## src/rtl/multicycle_control_if.sv

```systemverilog
// multicycle_control_if: control-to-datapath bundle for the multicycle MIPS controller
//   master: controller side (drives strobes/selects, reads opcode and mem_ready)
//   slave : datapath side (drives opcode and mem_ready, reads strobes/selects)
interface multicycle_control_if;
    logic [5:0] opcode;
    logic       mem_ready;
    logic       pc_write;
    logic       pc_write_cond;
    logic       i_or_d;
    logic       mem_read;
    logic       mem_write;
    logic       ir_write;
    logic       mem_to_reg;
    logic       reg_dst;
    logic       reg_write;
    logic       alu_src_a;
    logic [1:0] alu_src_b;
    logic [1:0] alu_op;
    logic [1:0] pc_source;
    logic [3:0] state;
    logic       instr_done;
    logic       illegal_op;
    modport master (
        input  opcode, mem_ready,
        output pc_write, pc_write_cond, i_or_d, mem_read, mem_write, ir_write,
               mem_to_reg, reg_dst, reg_write, alu_src_a, alu_src_b, alu_op,
               pc_source, state, instr_done, illegal_op
    );
    modport slave (
        output opcode, mem_ready,
        input  pc_write, pc_write_cond, i_or_d, mem_read, mem_write, ir_write,
               mem_to_reg, reg_dst, reg_write, alu_src_a, alu_src_b, alu_op,
               pc_source, state, instr_done, illegal_op
    );
endinterface

```

## src/rtl/multicycle_control.sv

```systemverilog
// multicycle_control: multicycle MIPS control FSM with memory wait states
//   clk, reset (async, active-high) plain ports; bus (master) carries opcode,
//   mem_ready and every datapath strobe/select plus state, instr_done, illegal_op
module multicycle_control (
    input logic               clk,
    input logic               reset,
    multicycle_control_if.master bus
);
    typedef enum logic [3:0] {
        FETCH     = 4'd0,
        DECODE    = 4'd1,
        MEM_ADDR  = 4'd2,
        MEM_READ  = 4'd3,
        MEM_WB    = 4'd4,
        MEM_WRITE = 4'd5,
        EXECUTE   = 4'd6,
        ALU_WB    = 4'd7,
        BRANCH    = 4'd8,
        JUMP      = 4'd9,
        ADDI_EX   = 4'd10,
        ADDI_WB   = 4'd11
    } state_t;
    typedef struct packed {
        logic       pc_write;
        logic       pc_write_cond;
        logic       i_or_d;
        logic       mem_read;
        logic       mem_write;
        logic       mem_to_reg;
        logic       reg_dst;
        logic       reg_write;
        logic       alu_src_a;
        logic [1:0] alu_src_b;
        logic [1:0] alu_op;
        logic [1:0] pc_source;
        logic       done;
    } ctl_t;
    localparam logic [5:0] OP_R    = 6'b000000;
    localparam logic [5:0] OP_LW   = 6'b100011;
    localparam logic [5:0] OP_SW   = 6'b101011;
    localparam logic [5:0] OP_BEQ  = 6'b000100;
    localparam logic [5:0] OP_J    = 6'b000010;
    localparam logic [5:0] OP_ADDI = 6'b001000;
    state_t st, nxt;
    ctl_t   c;
    logic   legal, ir_write;
    function automatic ctl_t outs(input state_t s);
        ctl_t o;
        o = '0;
        case (s)
            FETCH:     begin o.mem_read = 1'b1; o.alu_src_b = 2'b01; end
            DECODE:    o.alu_src_b = 2'b11;
            MEM_ADDR:  begin o.alu_src_a = 1'b1; o.alu_src_b = 2'b10; end
            MEM_READ:  begin o.mem_read = 1'b1; o.i_or_d = 1'b1; end
            MEM_WB:    begin o.reg_write = 1'b1; o.mem_to_reg = 1'b1; o.done = 1'b1; end
            MEM_WRITE: begin o.mem_write = 1'b1; o.i_or_d = 1'b1; end
            EXECUTE:   begin o.alu_src_a = 1'b1; o.alu_op = 2'b10; end
            ALU_WB:    begin o.reg_write = 1'b1; o.reg_dst = 1'b1; o.done = 1'b1; end
            BRANCH:    begin
                o.alu_src_a = 1'b1; o.alu_op = 2'b01; o.pc_write_cond = 1'b1;
                o.pc_source = 2'b01; o.done = 1'b1;
            end
            JUMP:      begin o.pc_write = 1'b1; o.pc_source = 2'b10; o.done = 1'b1; end
            ADDI_EX:   begin o.alu_src_a = 1'b1; o.alu_src_b = 2'b10; end
            ADDI_WB:   begin o.reg_write = 1'b1; o.done = 1'b1; end
            default:   o = '0;
        endcase
        return o;
    endfunction
    assign legal = bus.opcode inside {OP_R, OP_LW, OP_SW, OP_BEQ, OP_J, OP_ADDI};
    // FETCH only advances once its read request is actually on the bus; right
    // after reset the registered request is still low for one cycle.
    always_comb begin
        nxt = FETCH;
        case (st)
            FETCH:     nxt = (bus.mem_ready && c.mem_read) ? DECODE : FETCH;
            DECODE:    nxt = (bus.opcode == OP_LW || bus.opcode == OP_SW) ? MEM_ADDR :
                             (bus.opcode == OP_R)    ? EXECUTE :
                             (bus.opcode == OP_BEQ)  ? BRANCH  :
                             (bus.opcode == OP_J)    ? JUMP    :
                             (bus.opcode == OP_ADDI) ? ADDI_EX : FETCH;
            MEM_ADDR:  nxt = (bus.opcode == OP_SW) ? MEM_WRITE : MEM_READ;
            MEM_READ:  nxt = bus.mem_ready ? MEM_WB : MEM_READ;
            MEM_WRITE: nxt = bus.mem_ready ? FETCH : MEM_WRITE;
            EXECUTE:   nxt = ALU_WB;
            ADDI_EX:   nxt = ADDI_WB;
            default:   nxt = FETCH;
        endcase
    end
    // Moore outputs are registered from the next state so they line up with st.
    always_ff @(posedge clk or posedge reset) begin
        if (reset) begin
            st          <= FETCH;
            c           <= '0;
            c.alu_src_b <= 2'b01;
        end else begin
            st <= nxt;
            c  <= outs(nxt);
        end
    end
    assign ir_write          = (st == FETCH) && c.mem_read && bus.mem_ready;
    assign bus.ir_write      = ir_write;
    assign bus.pc_write      = c.pc_write | ir_write;
    assign bus.pc_write_cond = c.pc_write_cond;
    assign bus.i_or_d        = c.i_or_d;
    assign bus.mem_read      = c.mem_read;
    assign bus.mem_write     = c.mem_write;
    assign bus.mem_to_reg    = c.mem_to_reg;
    assign bus.reg_dst       = c.reg_dst;
    assign bus.reg_write     = c.reg_write;
    assign bus.alu_src_a     = c.alu_src_a;
    assign bus.alu_src_b     = c.alu_src_b;
    assign bus.alu_op        = c.alu_op;
    assign bus.pc_source     = c.pc_source;
    assign bus.state         = st;
    assign bus.illegal_op    = (st == DECODE) && !legal;
    assign bus.instr_done    = c.done | ((st == MEM_WRITE) && bus.mem_ready) | bus.illegal_op;
endmodule
```

## src/flat_wrapper.sv

```systemverilog
// flat-port wrapper written by rule: the top's interface ports become plain ports
module multicycle_control_flat 
  (clk, reset, bus_opcode, bus_mem_ready, bus_pc_write, bus_pc_write_cond, bus_i_or_d, bus_mem_read, bus_mem_write, bus_ir_write, bus_mem_to_reg, bus_reg_dst, bus_reg_write, bus_alu_src_a, bus_alu_src_b, bus_alu_op, bus_pc_source, bus_state, bus_instr_done, bus_illegal_op);
  multicycle_control_if bus_i ();
  input logic clk;
  input logic reset;
  input wire logic [$bits(bus_i.opcode)-1:0] bus_opcode;
  input wire logic [$bits(bus_i.mem_ready)-1:0] bus_mem_ready;
  output wire logic [$bits(bus_i.pc_write)-1:0] bus_pc_write;
  output wire logic [$bits(bus_i.pc_write_cond)-1:0] bus_pc_write_cond;
  output wire logic [$bits(bus_i.i_or_d)-1:0] bus_i_or_d;
  output wire logic [$bits(bus_i.mem_read)-1:0] bus_mem_read;
  output wire logic [$bits(bus_i.mem_write)-1:0] bus_mem_write;
  output wire logic [$bits(bus_i.ir_write)-1:0] bus_ir_write;
  output wire logic [$bits(bus_i.mem_to_reg)-1:0] bus_mem_to_reg;
  output wire logic [$bits(bus_i.reg_dst)-1:0] bus_reg_dst;
  output wire logic [$bits(bus_i.reg_write)-1:0] bus_reg_write;
  output wire logic [$bits(bus_i.alu_src_a)-1:0] bus_alu_src_a;
  output wire logic [$bits(bus_i.alu_src_b)-1:0] bus_alu_src_b;
  output wire logic [$bits(bus_i.alu_op)-1:0] bus_alu_op;
  output wire logic [$bits(bus_i.pc_source)-1:0] bus_pc_source;
  output wire logic [$bits(bus_i.state)-1:0] bus_state;
  output wire logic [$bits(bus_i.instr_done)-1:0] bus_instr_done;
  output wire logic [$bits(bus_i.illegal_op)-1:0] bus_illegal_op;
  assign bus_i.opcode = bus_opcode;
  assign bus_i.mem_ready = bus_mem_ready;
  assign bus_pc_write = bus_i.pc_write;
  assign bus_pc_write_cond = bus_i.pc_write_cond;
  assign bus_i_or_d = bus_i.i_or_d;
  assign bus_mem_read = bus_i.mem_read;
  assign bus_mem_write = bus_i.mem_write;
  assign bus_ir_write = bus_i.ir_write;
  assign bus_mem_to_reg = bus_i.mem_to_reg;
  assign bus_reg_dst = bus_i.reg_dst;
  assign bus_reg_write = bus_i.reg_write;
  assign bus_alu_src_a = bus_i.alu_src_a;
  assign bus_alu_src_b = bus_i.alu_src_b;
  assign bus_alu_op = bus_i.alu_op;
  assign bus_pc_source = bus_i.pc_source;
  assign bus_state = bus_i.state;
  assign bus_instr_done = bus_i.instr_done;
  assign bus_illegal_op = bus_i.illegal_op;
  multicycle_control u_core (.clk(clk), .reset(reset), .bus(bus_i));
endmodule
```

## config.mk

```make
export PLATFORM = sky130hd
export DESIGN_NAME = multicycle_control_flat
export DESIGN_NICKNAME = d
export VERILOG_FILES = /design/src/rtl/multicycle_control_if.sv /design/src/rtl/multicycle_control.sv /design/src/flat_wrapper.sv
export SDC_FILE = /design/constraint.sdc
export NUM_CORES = 1
export LEC_CHECK = 0
export ABC_AREA = 1
export ABC_CLOCK_PERIOD_IN_PS = 1900
export BUFFER_PORTS_ARGS = -buffer_cell sky130_fd_sc_hd__buf_4
export CAP_MARGIN = 20
export CELL_PAD_IN_SITES_DETAIL_PLACEMENT = 0
export CELL_PAD_IN_SITES_GLOBAL_PLACEMENT = 1
export CORE_MARGIN = 4
export CORE_UTILIZATION = 35
export DETAILED_ROUTE_END_ITERATION = 16
export PLACE_DENSITY_LB_ADDON = 0.1
export SYNTH_ARGS = -nofsm -noshare
export SYNTH_HDL_FRONTEND = slang
export SYNTH_SLANG_ARGS = --single-unit
export TNS_END_PERCENT = 10
```

## constraint.sdc

```tcl
create_clock -name clk -period 1.9 [get_ports clk]
set_input_delay 0.285 -clock clk [delete_from_list [all_inputs] [get_ports clk]]
set_output_delay 0.285 -clock clk [all_outputs]
set_load 0.1 [all_outputs]
```

==> impl_metrics.env, run 1 <==
export IMPL_slew_viol_final=0
export IMPL_slew_headroom=0.555
export IMPL_p_leak_nw=0.851
export IMPL_netlist_top_cells_count="21 x inv_1, 20 x nand2_1, 17 x dfrtp_1"
export IMPL_synthCells=129
export IMPL_dpl_hpwl_um=2040
export IMPL_finalWorstSetupSlack_ps=-127
export IMPL_postRouteWirelength_um=2370
export IMPL_cts_root_buffer="clkbuf_4"
export IMPL_cp_start_kind="flip-flop"
export IMPL_num_vias=913
export IMPL_cp_end_kind="output pin"
export IMPL_wire_per_inst_um=11.8
export IMPL_grt_usage=0.145
export IMPL_core_sq_um=2760
export IMPL_die_area_sq_um=3820
export IMPL_synth_seq_cells=18
export IMPL_via_per_inst=4.57
export IMPL_drtIter0Drc=30
export IMPL_final_area_sq_um=1460
export IMPL_period_share=1.07
export IMPL_rsz0062_at_grt="yes"
export IMPL_synth_distinct_cells=21
export IMPL_setup_violations_final=3
export IMPL_synth_edf_count=0
export IMPL_finalHoldWorstSlack_ps=83.1
export IMPL_crit_chain="nor2_4 > inv_2 > nor2_4 > nand2_2 > nor2_4 > nand3_4 > inv_8 > buf_4"
export IMPL_synth_nets=138
export IMPL_post_route_min_period_ps=2030
export IMPL_crit_path_max_fanout=2
export IMPL_power_total_mw=2.49
export IMPL_synth_area_leaders="dfrtp_1 42%, nand3_1 7.9%, inv_1 7.8%"
export IMPL_fillers=268
export IMPL_insertion_delay_ps=290
export IMPL_finish_utilization=0.530
export IMPL_dpl_instance_area_sq_um=1350
export IMPL_rows=19
export IMPL_tightestPinTransition_ps=666
export IMPL_crit_buf_inv=3
export IMPL_cpPeakStageDelay_ps=500
export IMPL_yosys_warnings=0
export IMPL_cpMaxStageDelayCell="dfrtp_4"
export IMPL_drive_above_1_share=0.503
export IMPL_crit_type="flip-flop to output pin"
export IMPL_synth_area_sq_um=1010
export IMPL_max_freq_ghz=0.493
export IMPL_clkSinkCount=18
export IMPL_synth_top_cell_by_area="dfrtp_1"
export IMPL_grt_max_degree=19
export IMPL_n_antenna_cell=0
export IMPL_clock_skew_ps=6.77
export IMPL_p_per_area_nw_per_um2=1700
export IMPL_drc_errors=0
export IMPL_grt_antenna_before_repair=0
export IMPL_cpLargestDelayFamily="simple AND/OR/NAND/NOR gates"
export IMPL_gp_congestion=0.849
export IMPL_h_tree_depth=1
export IMPL_fp_dieH_um=61.8
export IMPL_hold_buffers=0
export IMPL_violations="negative setup slack"
export IMPL_ir_drop_uv=1470
export IMPL_yosysMostFrequentCell="inv_1"
export IMPL_synth_seq_area_share=0.446
export IMPL_cts_tree="built"
export IMPL_final_antenna_net_count=0
export IMPL_arrival_ps=1740
export IMPL_largest_reg_flops=4
export IMPL_critical_path_required_ps=1620
export IMPL_synth_top_area_share=0.420
export IMPL_drv_cap=0
export IMPL_portBuffers=30
export IMPL_path_clk_slew_ps=100
export IMPL_grt_pass1_vias=941
export IMPL_io_pins=31
export IMPL_start_util=0.368
export IMPL_die_w_um=61.8
export IMPL_syn2layout_area_growth_pct=44.2
export IMPL_hold_viol_final=0
export IMPL_cp_startpoint="u_core.bus.state[3]$_DFF_PP0_"
export IMPL_status="complete, but fails checks"
export IMPL_cp_common_cell="nor2_4"
export IMPL_async_flop_share=1.00
export IMPL_r2r_start="u_core.bus.state[3]$_DFF_PP0_"
export IMPL_cts_buffers=3
export IMPL_clockBufferDepth=2
export IMPL_avgSynthCellArea_sq_um=7.86
export IMPL_dr_pass1_iters=4
export IMPL_grt_pass1_wl_um=3970
export IMPL_synth_ff_type="dfrtp_1"
export IMPL_grt_overflow=0
export IMPL_hold_path_class="primary input to async pin"
export IMPL_nets=179
-- layer usage --
| metal | track usage | share of wire | routed length, um | vias up |
|---|---|---|---|---|
| li1 | - | - | - | 469 |
| met1 | 0.174 | 0.39 | 934 | 412 |
| met2 | 0.251 | 0.51 | 1210 | 28 |
| met3 | 0.0475 | 0.087 | 205 | 4 |
| met4 | 0.0333 | 0.0068 | 16 | 0 |
| met5 | 0 | 0 | 0 | - |
-- where the power goes --
group	leakage (nW)	total (mW)	switching [mW]	internal (mW)
registers	0.234	0.524	0.0454	0.479
logic	0.597	1.73	1.24	0.493
clock network	0.0210	0.230	0.113	0.117
total	0.851	2.49	1.40	1.09
-- through the flow --
stage,TNS [ps],cells,setup slack (ps)
floorplan,-538,129,-269
global placement,0,194,64.2
detailed placement,0,194,32.7
CTS,-448,198,-160
global route,-806,200,-243
finish,-354,200,-127
-- worst paths after layout --
kind                                                    to  slack, ps  cells after the start
hold / removal                 u_core.bus.i_or_d$_DFF_PP0_         80                      2
setup / recovery                            bus_illegal_op       -130                      8
max in group asynchronous    u_core.bus.state[2]$_DFF_PP0_       1330                      2
min in group clk           u_core.bus.mem_to_reg$_DFF_PP0_        300                      3
hold reg to reg               u_core.bus.reg_dst$_DFF_PP0_        720                      3
setup reg to reg            u_core.bus.alu_src_a$_DFF_PP0_        260                      8
-- cell usage in the layout, fill, tap and decap left out, drive strengths merged, types with 2 or more instances in the layout --
| cell | Yosys | layout |
|---|---|---|
| buf | 6 | 42 |
| clkbuf | 0 | 4 |
| dfrtp | 17 | 17 |
| inv | 27 | 26 |
| nand2 | 27 | 27 |
| nand3 | 18 | 18 |
| nand4 | 2 | 2 |
| nor2 | 24 | 24 |
| o21ai | 2 | 2 |
-- cells by family after synthesis --
group	after synthesis	share of synthesized area
DFF	18	0.446
AOI/OAI and AO/OA	4	0.0296
and+or+nand+nor	74	0.380
buffers and inverters	33	0.144
-- area by class of cell --
type | count | area, sq um | share of cell area
clock buffer | 4 | 36.3 | 0.0248
inverter | 27 | 113 | 0.0771
tap | 31 | 38.8 | 0.0265
timing repair buffer | 42 | 353 | 0.241
sequential | 18 | 468 | 0.320
multi-input combinational | 78 | 453 | 0.310
-- timing repair --
item / 4_1_cts / 5_1_grt
resized for setup: 9 / 7
setup endpoints to repair: 4 / 4
pin swaps: 0 / 4
setup buffers: 0 / 2
Power figures use the tool's default switching activity.
==> inputs of run 2 (changes only) <==
- BUFFER_PORTS_ARGS: -buffer_cell sky130_fd_sc_hd__buf_4 -> -buffer_cell sky130_fd_sc_hd__clkbuf_2
- SKIP_LAST_GASP: default -> 1
==> impl_metrics.env, run 2 (synthesis gave the netlist of run 1 again) <==
export IMPL_switching_share=0.576
export IMPL_arrival_ps=1730
export IMPL_cp_num_cells=10
export IMPL_cp_start_kind="flip-flop"
export IMPL_rsz0062_at_grt="yes"
export IMPL_clock_skew_ps=13.2
export IMPL_final_antenna_net_count=0
export IMPL_final_cell_mix="26 x clkbuf_2, 20 x inv_1, 19 x nand2_1"
export IMPL_crit_path_max_fanout=3
export IMPL_portBuffers=30
export IMPL_setup_violations_final=4
export IMPL_clkSinkCount=18
export IMPL_ff2ff_path_depth=9
export IMPL_p_clk_frac=0.080
export IMPL_crit_type="flip-flop to output pin"
export IMPL_slew_headroom=0.564
export IMPL_gp_congestion=0.815
export IMPL_start_util=0.368
export IMPL_num_vias=890
export IMPL_final_area_sq_um=1400
export IMPL_crit_buf_inv=3
export IMPL_largest_reg_flops=4
export IMPL_wirelength_met1_um=1050
export IMPL_dr_pass1_iters=4
export IMPL_cts_root_buffer="clkbuf_4"
export IMPL_clockBufferDepth=2
export IMPL_cp_end_kind="output pin"
export IMPL_wl_met3_um=142
export IMPL_power_internal_mw=1.04
export IMPL_path_clk_slew_ps=110
export IMPL_tns_ps=-320
export IMPL_die_w_um=61.8
export IMPL_dpl_hpwl_um=1870
export IMPL_cpPeakStageDelay_ps=500
export IMPL_core_sq_um=2760
export IMPL_max_freq_ghz=0.497
export IMPL_ir_drop_uv=1410
export IMPL_hold_buffers=0
export IMPL_cts_tree="built"
export IMPL_finalWorstSetupSlack_ps=-113
export IMPL_nets=178
export IMPL_grt_overflow=0
export IMPL_drv_cap=0
export IMPL_insertion_delay_ps=290
export IMPL_cpLargestDelayFamily="simple AND/OR/NAND/NOR gates"
export IMPL_critical_path_required_ps=1620
export IMPL_via_per_inst=4.47
export IMPL_rows=19
export IMPL_r2r_end="u_core.bus.alu_src_a$_DFF_PP0_"
export IMPL_route_top_layer_used="met4"
export IMPL_p_per_area_nw_per_um2=1750
export IMPL_final_cells=199
export IMPL_syn2layout_area_growth_pct=37.8
export IMPL_grt_max_degree=19
export IMPL_h_tree_depth=1
export IMPL_fp_dieH_um=61.8
export IMPL_grt_pass1_vias=830
export IMPL_cp_startpoint="u_core.bus.state[3]$_DFF_PP0_"
export IMPL_status="complete, but fails checks"
export IMPL_r2r_start="u_core.bus.state[3]$_DFF_PP0_"
export IMPL_placedCellCount=189
export IMPL_met2_length_um=1070
export IMPL_grt_pass1_wl_um=3560
export IMPL_post_route_min_period_ps=2010
export IMPL_crit_end="bus_instr_done"
export IMPL_p_comb_frac=0.705
export IMPL_cpMaxStageDelayCell="dfrtp_4"
export IMPL_tightestPinTransition_ps=653
export IMPL_hold_viol_final=0
export IMPL_postRouteWirelength_um=2280
export IMPL_wire_per_inst_um=11.5
export IMPL_hold_path_class="primary input to async pin"
export IMPL_drc_errors=0
export IMPL_die_area_sq_um=3820
export IMPL_drive_above_1_share=0.494
export IMPL_period_share=1.06
export IMPL_rrSetupSlack_ps=240
export IMPL_p_leak_nw=0.825
export IMPL_dpl_instance_area_sq_um=1300
export IMPL_violations="negative setup slack"
export IMPL_finalHoldWorstSlack_ps=45.5
export IMPL_crit_chain="nor2_4 > inv_2 > nor2_4 > nand2_4 > nor2_4 > nand3_4 > inv_8 > nor2_4 > nand2_4 > buf_12"
export IMPL_drtIter0Drc=7
export IMPL_n_antenna_cell=0
export IMPL_finish_utilization=0.506
export IMPL_seqPwrFrac=0.215
export IMPL_cts_buffers=3
export IMPL_slew_viol_final=0
export IMPL_p_sw_mw=1.41
export IMPL_grt_antenna_before_repair=0
export IMPL_io_pins=31
export IMPL_cp_common_cell="nor2_4"
export IMPL_grt_usage=0.130
export IMPL_final_common_cell="clkbuf_2"
==> run 2: changes by cell type in the layout (fill, tap and decap cells not counted) <==
cell,previous run,this run
buf_4,39,11
clkbuf_2,0,26
buf_12,3,4
clkbuf_1,0,1
clkbuf_8,1,0
nand2_2,6,5
nand2_4,2,3
==> run 2: worst min-delay path by stage <==
stage	from	end	slack, ps	depth (start not counted)
after floorplan	reset	u_core.bus.alu_op[1]$_DFF_PP0_	220	1
after CTS	reset	u_core.bus.alu_src_b[1]$_DFF_PP0_	80	2
final	reset	u_core.bus.alu_src_b[1]$_DFF_PP0_	50	2
after global routing	reset	u_core.bus.alu_src_b[1]$_DFF_PP0_	110	2
after detailed placement	reset	u_core.bus.mem_write$_DFF_PP0_	410	2
after global placement	reset	u_core.bus.mem_write$_DFF_PP0_	390	2
==> run 2: timing repair <==
item	4_1_cts	5_1_grt
hold endpoints to repair	0	0
setup buffers	2	4
pin swaps	0	4
endpoints found under the setup margin	3	4
resized for setup	1	7
==> run 2: worst reg2reg max path: stages, from the launching register on <==
cell and delay (ps):
dfrtp_4 500, nor2_4 130, buf_4 110, buf_4 110, nand4_1 170, buf_4 210, nand3_1 90, nor2_2 60
nand3_2 90, nand3_1 80
==> run 2: power groups by stage <==
| stage | clock network (mW) | registers, mW | logic, mW |
|---|---|---|---|
| 2_1_floorplan | 0 | 0.860 | 0.942 |
| 3_3_place_gp | 0 | 0.539 | 1.63 |
| 3_5_place_dp | 0 | 0.545 | 1.64 |
| 4_1_cts | 0.203 | 0.526 | 1.67 |
| 5_1_grt | 0.218 | 0.535 | 1.81 |
| 6_report | 0.194 | 0.526 | 1.72 |
==> run 2: area by class of cell <==
| type | count | area [sq um] |
|---|---|---|
| clock buffers | 4 | 26.3 |
| fillers | 281 | 1360 |
| flip-flops and latches | 18 | 468 |
| repair buffers | 41 | 293 |
| multi-input cells | 78 | 458 |
| inverters | 27 | 113 |
| well taps | 31 | 38.8 |
==> run 2: per-layer routing <==
layer  GRT usage  vias up
met5           0        -
met4      0.0273        0
met3      0.0413        2
met2       0.220       24
met1       0.164      398
li1            -      466
==> run 2: per-stage QoR <==
stage,power (mW),worst slack (ps)
global placement,2.17,57.1
floorplan,1.80,-269
detailed placement,2.18,38.8
CTS,2.40,-201
finish,2.44,-113
global route,2.56,-225
